**config.mk**
```make
export PLATFORM = sky130hd
export DESIGN_NAME = cpu_param
export DESIGN_NICKNAME = d
export VERILOG_FILES = /design/src/rtl/cpu_param.sv
export SDC_FILE = /design/constraint.sdc
export NUM_CORES = 1
export LEC_CHECK = 0
export CORE_AREA = 2 2 203 205
export CTS_BUF_LIST = sky130_fd_sc_hd__clkbuf_8
export DETAILED_ROUTE_END_ITERATION = 6
export DIE_AREA = 0 0 205 207
export SYNTH_ARGS = -nofsm -noshare
export SYNTH_HDL_FRONTEND = slang
export SYNTH_SLANG_ARGS = --single-unit
```
**constraint.sdc**
```tcl
create_clock -name clk -period 9.92 [get_ports clk]
set_clock_uncertainty 0.2 [all_clocks]
set_input_delay 1.488 -clock clk [delete_from_list [all_inputs] [get_ports clk]]
set_output_delay 1.488 -clock clk [all_outputs]
set_load 0.01 [all_outputs]
```
**src/rtl/cpu_param.sv**
```systemverilog
// cpu_param: multi-cycle SRM core with configurable width W, optional all-ALU flag update and illegal-instruction trap
module cpu_param #(
  parameter int W = 16,
  parameter bit FLAGS_ALL = 1'b0
) (
  input  logic         clk,
  input  logic         reset,
  input  logic         s,
  input  logic         load,
  input  logic [15:0]  in,
  output logic [W-1:0] out,
  output logic         N,
  output logic         V,
  output logic         Z,
  output logic         w,
  output logic         ill
);
  typedef enum logic [2:0] {
    S_WAIT, S_DECODE, S_GET_A, S_GET_B, S_ALU, S_WR_REG, S_WR_IMM, S_TRAP
  } state_t;
  state_t state_q, state_d;
  logic [15:0]  ir_q;
  logic [W-1:0] a_q, b_q, c_q;
  logic [W-1:0] rf_q [8];
  logic         n_q, v_q, z_q, ill_q;
  logic [2:0]   opc, rn, rd, rm;
  logic [1:0]   op, sh;
  logic         is_movi, is_movr, is_alu, is_add, is_cmp, is_and, is_mvn, legal, flag_wr;
  logic [W-1:0] bsh, sum, dif, res, sximm;
  logic         v_alu;
  assign {opc, op, rn, rd, sh, rm} = ir_q;
  assign is_movi = opc == 3'b110 && op == 2'b10;
  assign is_movr = opc == 3'b110 && op == 2'b00;
  assign is_alu  = opc == 3'b101;
  assign is_add  = is_alu && op == 2'b00;
  assign is_cmp  = is_alu && op == 2'b01;
  assign is_and  = is_alu && op == 2'b10;
  assign is_mvn  = is_alu && op == 2'b11;
  assign legal   = is_movi || is_movr || is_alu;
  assign flag_wr = is_cmp || (FLAGS_ALL && (is_add || is_and || is_mvn));
  assign sximm   = W'(signed'(ir_q[7:0]));
  // shifter on B, then the ALU result and signed overflow for ADD/CMP
  always_comb begin
    bsh = sh == 2'b00 ? b_q :
          sh == 2'b01 ? {b_q[W-2:0], 1'b0} :
          sh == 2'b10 ? {1'b0, b_q[W-1:1]} : {b_q[W-1], b_q[W-1:1]};
    sum = a_q + bsh;
    dif = a_q - bsh;
    res = is_add ? sum : is_cmp ? dif : is_and ? (a_q & bsh) : is_mvn ? ~bsh : bsh;
    v_alu = is_add ? (a_q[W-1] == bsh[W-1]) && (sum[W-1] != a_q[W-1]) :
            is_cmp ? (a_q[W-1] != bsh[W-1]) && (dif[W-1] != a_q[W-1]) : 1'b0;
  end
  // next-state logic; DECODE sees the IR loaded on the edge that left WAIT
  always_comb begin
    state_d = state_q;
    case (state_q)
      S_WAIT:   state_d = s ? S_DECODE : S_WAIT;
      S_DECODE: state_d = !legal ? S_TRAP : is_movi ? S_WR_IMM : (is_movr || is_mvn) ? S_GET_B : S_GET_A;
      S_GET_A:  state_d = S_GET_B;
      S_GET_B:  state_d = S_ALU;
      S_ALU:    state_d = is_cmp ? S_WAIT : S_WR_REG;
      default:  state_d = S_WAIT;
    endcase
  end
  // state register
  always_ff @(posedge clk) begin
    state_q <= reset ? S_WAIT : state_d;
  end
  // datapath registers, register file, flags and sticky trap flag
  always_ff @(posedge clk) begin
    if (reset) begin
      ir_q  <= '0;
      a_q   <= '0;
      b_q   <= '0;
      c_q   <= '0;
      rf_q  <= '{default: '0};
      n_q   <= 1'b0;
      v_q   <= 1'b0;
      z_q   <= 1'b0;
      ill_q <= 1'b0;
    end else begin
      if (state_q == S_WAIT && load) ir_q <= in;
      if (state_q == S_GET_A) a_q <= rf_q[rn];
      if (state_q == S_GET_B) b_q <= rf_q[rm];
      if (state_q == S_ALU && !is_cmp) c_q <= res;
      if (state_q == S_ALU && flag_wr) {n_q, v_q, z_q} <= {res[W-1], v_alu, res == '0};
      if (state_q == S_WR_REG) rf_q[rd] <= c_q;
      if (state_q == S_WR_IMM) rf_q[rn] <= sximm;
      if (state_q == S_DECODE && legal) ill_q <= 1'b0;
      if (state_q == S_TRAP) ill_q <= 1'b1;
    end
  end
  assign out = c_q;
  assign N   = n_q;
  assign V   = v_q;
  assign Z   = z_q;
  assign ill = ill_q;
  assign w   = state_q == S_WAIT;
endmodule

```
Yosys cells after proc, flatten, opt, wreduce, memory -nomap -nowiden
Cells that the tools add are included.
{"block": "totals", "ff_bits": 199, "input_bits": 20, "output_inout_bits": 21, "wordCells": 102}
{"block": "classes", "add_sub_neg": 2, "n_lt_le_gt_ge": 5, "eq_ne": 18, "n_mux": 32, "n_bitwise": 5, "reduce_logical": 23}
{"cell": "2-to-1 mux 128 bit", "count": 3}
{"cell": "bitwise mux 128 bit", "count": 2}
{"cell": "2-to-1 mux 16 bit", "count": 13}
{"cell": "binary-select mux 16 bit (select 3 bit)", "count": 2}
{"cell": "demux 16 bit (select 3 bit)", "count": 2}
{"cell": "equality test 3 bit (second input constant)", "count": 6}
{"cell": "adder 16 bit", "count": 1}
{"cell": "AND 16 bit", "count": 1}
{"cell": "logical NOT 16 bit", "count": 1}
{"cell": "inverter 16 bit", "count": 1}
{"cell": "subtractor 16 bit", "count": 1}
{"cell": "one-hot mux 3 bit (5 select lines)", "count": 1}
{"cell": "logical AND 1 bit", "count": 14}
{"cell": ">= comparator 4 bit (second input constant)", "count": 3}
{"cell": "inverter 3 -> 4 bit", "count": 3}
{"cell": "2-to-1 mux 3 bit", "count": 3}
{"cell": "< comparator 4 x 1 -> 1 bit (second input constant)", "count": 2}
{"cell": "equality test 2 bit (second input constant)", "count": 3}
{"cell": "equality test 3 x 2 -> 1 bit (second input constant)", "count": 2}
{"cell": "2-to-1 mux 1 bit", "count": 6}
{"cell": "equality test 2 x 1 -> 1 bit (second input constant)", "count": 2}
{"cell": "logical NOT 2 bit", "count": 2}
{"cell": "equality test 3 x 1 -> 1 bit (second input constant)", "count": 1}
{"cell": "logical NOT 3 bit", "count": 1}
{"cell": "5 further kinds", "count": 9}

Longest topological paths before layout
{"block": "logic_depth", "ltp_word": 10, "depth_mapped": 19}

Least setup slack after synthesis
No wires, ideal clock.
{"block": "synth_path", "kind": "flip-flop to flip-flop", "startpoint": "register ir_q[4]", "endpoint": "register z_q (netlist: Z)", "setup_time_ps": 84, "arrival_time_ps": 3862, "required_time_ps": 9636, "slack_ps": 5774, "stages_incl_launch_ff": 20, "path_buffers": 4, "period_less_slack_ps": 4146, "cell_sequence": "dfxtp_1 > buf_4 > buf_2 > buf_4 > clkbuf_1 > nand2_1 > o21ai_0 > ha_1 > inv_1 > fa_1 > nor2b_1 > o22ai_1 > xor2_1 > a22o_1 > a221oi_2 > and4bb_1 > nand4_1 > a2111oi_2 > nand4bb_1 > o31ai_2"}
{"block": "synth_between", "elab_chain_len": 10, "elab_cells_between_ends": 15}
{"element": "start, declared", "line": "22", "text": "logic [15:0] ir_q;"}
{"element": "start signal, assigned", "line": "82", "text": "if (state_q == S_WAIT && load) ir_q <= in;"}
{"element": "equality test 2 bit", "line": "46", "text": "sh == 2'b10 ? {1'b0, b_q[W-1:1]} : {b_q[W-1], b_q[W-1:1]};"}
{"element": "2-to-1 mux 16 bit", "line": "46"}
{"element": "2-to-1 mux 16 bit", "line": "45", "text": "sh == 2'b01 ? {b_q[W-2:0], 1'b0} :"}
{"element": "2-to-1 mux 16 bit *", "line": "44", "text": "bsh = sh == 2'b00 ? b_q :"}
{"element": "branches (longest 4 deep; another with subtractor 16 bit)"}
{"element": "2-to-1 mux 16 bit *", "line": "49", "text": "res = is_add ? sum : is_cmp ? dif : is_and ? (a_q & bsh) : is_mvn ? ~bsh : bsh;"}
{"element": "logical NOT 16 bit *", "line": "86", "text": "if (state_q == S_ALU && flag_wr) {n_q, v_q, z_q} <= {res[W-1], v_alu, res == '0};"}
{"element": "end signal, assigned", "line": "86"}
{"element": "end, declared", "line": "25", "text": "logic n_q, v_q, z_q, ill_q;"}
Mark *: on every way between the ends.
A chain may end at the register's enable or synchronous reset.

Worst setup path after layout
{"block": "layout_path", "startpoint": "register ir_q[3]", "endpoint": "register z_q (netlist: Z)"}
The elaborated chain is that of the path after synthesis.

==> reports/results.txt <==
The run finished with clean final reports. The quantity of I/O buffers inserted on ports came out at 40. The tree is rooted in a clkbuf_8. The final-report max-slew violation count is 0, and the number of enable flip-flop cells after synthesis is 0.

The H-tree was split into 4 levels. The design area was 13,110 sq um. Critical path class: reg2reg. Dividing the detail-routed wire length by the instance count gives 21.46 microns. Synthesis produced 1,476 cells. The synthesized-area fraction occupied by and/or/nand/nor cells works out to 20.06%. The first global-routing pass estimated 64.40 mm of wire. The pin slew with the least headroom to its limit works out to 1.395 ns.

STA classifies the critical path startpoint as a register. After the flow finishes, the layout carries non-filler instances totaling 1,967. Setup violations remaining at the end of the flow were counted as 0. The net total in the final layout was 1,477; the overall track demand over capacity in global routing was 19.70%. The DRC violation count after routing is 0, and the final core area utilization is 32.49%. The total overflow left after global routing is 0. The final layout contains routed wiring with a total length of 42.21 mm. Clock-pin slew was measured on the worst setup and hold paths at 0.12 ns. The number of buffers inserted by post-CTS setup repair was 0; the via count of the first global-routing pass was 10,550. The tools report the warning count from the yosys run as 0.

Row generation in the floorplan step produced 74 rows. The pre-antenna-repair detailed-routing pass consisted of 5 iterations. The cell area after synthesis is 11,940 sq um, and the insertion delay to the later sink of the worst-skew pair is 0.50 ns. The maximum ir drop on the vdd rail was 0.1033 mV; the post-synthesis to final-layout area growth was 9.875%. For the worst-case hold slack, the log shows 0.2678 ns. In this run the worst hold path is classified as reg2reg. The logs give 1,531 for the post-synthesis net count and 0 for the initial antenna violation count. The full die area was 42,440 sq um. The initial DRC count was 1,298. The headroom to the max-slew limit is 6.812%, and the fraction of the cycle the final worst path needs is 43.87%. The synthesized netlist devotes 3.795% of its cell area to adder and majority cells.

Setup slack closes at 5.568 ns. By area, the combinational part of the netlist is dominated by compound AO/OA/AOI/OAI gates. The number of gates given a new drive strength after cts came out at 0.

The half-perimeter wire length of the detailed placement result was 27.05 mm. After Yosys synthesis, XOR and XNOR cells account for 1.541% of the synthesized area. The routed design could run at a clock period as short as 4.352 ns. Before CTS, the worst setup slack after placement is 5.715 ns.

The async set or reset register ratio after synthesis is 0%. Clock tree synthesis inserted a total of 17 buffers. The post-synthesis compound-gate area fraction was 21.66%. STA classifies the critical path endpoint as a register.

Once the floorplan was initialized, standard cells occupied 29.57% of the core. The maximum count of clock buffers along a single path is 2, and the number of sinks driven by the clock tree is 199. Sequential cells were found to cover 33.38% of the synthesized design area.

Dividing the detail-routed via count by the number of cells gives 5.742. The fraction of synthesized area in multiplexers is 14.09%. In this run the cell area measured after placement is 12,710 sq um. The power density over the cells came out at 209.5 nW/um^2. Setup repair after global routing left no endpoint under its margin.

For this design the static power due to leakage is 4.186 nW. Summed over all failing endpoints, the final setup total negative slack is 0 ns. The distinct cell type count after synthesis is 61, and the cell count of the worst hold path is 2.

The number of antenna diodes in the final layout is 0. X dimension of the die: 205 microns. The critical path required time is 10.13 ns, and the overall die height is 207 microns. Path depth of the worst reg2reg path: 16. The run gives 0 as the final-report hold violation count. The mean area per synthesized cell is 8.086 sq um, and the arrival time of data at the critical path endpoint is 4.56 ns.

For this run, the top clock speed supported by timing is 0.2298 GHz. The cts-stage hold buffer count came out at 0. Of the cells placed in the final design, the portion with a size suffix greater than 1 is 8.990%. Along the worst path, the maximum fanout reaches 26.

The final RePlAce weighted congestion is 0.8713, and the flip-flop and latch count after synthesis is 199. Counting tap cells, the placed design contains a total of 1,935 instances. For the top-level port count, the log shows 41. TritonCTS built the clock tree. After layout, the design draws a total of 2.748 mW. Among all flip-flop cells after synthesis, the most frequent one is dfxtp_1.

In this run the remaining antenna-violating nets after routing total 0. The detailed router placed 11,290 vias in this run. Across the run, the number of max-cap violations was 0.

The region available for standard cell placement spans 40,370 sq um. For the maximum number of pins on one net before global-route repair, the log shows 77.
[area by class of cell]
| cell class | count | area (sq um) |
|---|---|---|
| fill | 4199 | 27250 |
| multi-input combinational | 1111 | 7370 |
| sequential | 199 | 3988 |
| tap | 532 | 665.6 |
| timing repair buffer | 65 | 585.6 |
| clock buffer | 17 | 234.0 |
| clock inverter | 15 | 166.4 |
| inverter | 28 | 105.1 |
[power by group]
| part | switching (mW) | total, mW | internal [mW] | leakage (nW) |
|---|---|---|---|---|
| registers | 0.141 | 1.02 | 0.877 | 1.61 |
| clock network | 0.355 | 0.549 | 0.194 | 0.205 |
| logic | 0.720 | 1.18 | 0.461 | 2.37 |
| total | 1.22 | 2.75 | 1.53 | 4.19 |
[per-layer routing]
metal  up-vias  track usage (%)  wire, microns
li1       5207                -              -
met1      5462            26.01          17640
met2       510            31.40          19390
met3       115            3.949           3566
met4         0            7.938           1616
met5         -                0              0
[synth_stat cells (all sizes together) (6+ instances only)]
library cell	number	share of area [%]
nand2	347	11
nor3b	6	0.38
a21oi	78	3.3
o21ai	26	1.1
nor3	19	0.84
o221ai	9	0.66
xnor2	11	0.81
a22oi	9	0.57
a221oi	17	1.5
nand3b	9	0.57
mux4	48	9.1
a21o	9	0.57
o21a	6	0.38
and3	6	0.31
inv	28	0.88
nand2b	8	0.42
xor2	10	0.73
o21bai	12	0.75
mux2i	60	5.0
clkbuf	114	3.6
o22ai	15	0.79
a311oi	58	4.3
dfxtp	199	33
ha	33	3.5
nand3	8	0.34
buf	24	1.0
a31oi	75	3.9
nor2	143	4.5
nor2b	10	0.52
a211oi	39	2.5
[worst paths after layout]
| path | from | slack [ns] | endpoint |
|---|---|---|---|
| max | ir_q[3]$_SDFFE_PP0P_ | 5.57 | Z$_SDFFE_PP0P_ |
| min | N$_SDFFE_PP0P_ | 0.27 | N$_SDFFE_PP0P_ |
| max reg2reg | ir_q[3]$_SDFFE_PP0P_ | 5.57 | Z$_SDFFE_PP0P_ |
| min reg2reg | N$_SDFFE_PP0P_ | 0.27 | N$_SDFFE_PP0P_ |
[worst max-delay path, stage by stage, from the launching register on]
cell and delay, ns:
dfxtp_1 0.31, buf_4 0.24, nand2b_1 0.18, o21ai_0 0.36
ha_1 0.27, inv_1 0.07, fa_1 0.42, nor2b_1 0.16
o21ai_0 0.34, nand3_1 0.17, a31oi_1 0.30, o31ai_1 0.12
a211oi_1 0.29, xor2_1 0.10, a221oi_1 0.39, nand4bb_1 0.17
o31ai_2 0.18
[state kept, by name, summed over array words and instances (netlist names)]
name	cells
V	1
Z	1
state_q	3
rf_q	128
b_q	16
ir_q	16
ill	1
out	16
a_q	16
N	1
[logic make-up after synthesis]
group	Yosys count
fa+ha+maj	35
simple gates	576
compound gates	371
buf+inv	166
mux	108
flops	199
xor+xnor	21
[placed cells by master, fill, tap and decap left out, types with 33 or more instances in the layout]
cell / count
nand2_1: 347
dfxtp_1: 196
clkdlybuf4s50_1: 39
nor2_1: 143
mux4_2: 48
a211oi_1: 39
a21oi_1: 78
a31oi_1: 75
ha_1: 33
a311oi_1: 58
mux2i_1: 60
(Power assumes the default switching activity.)
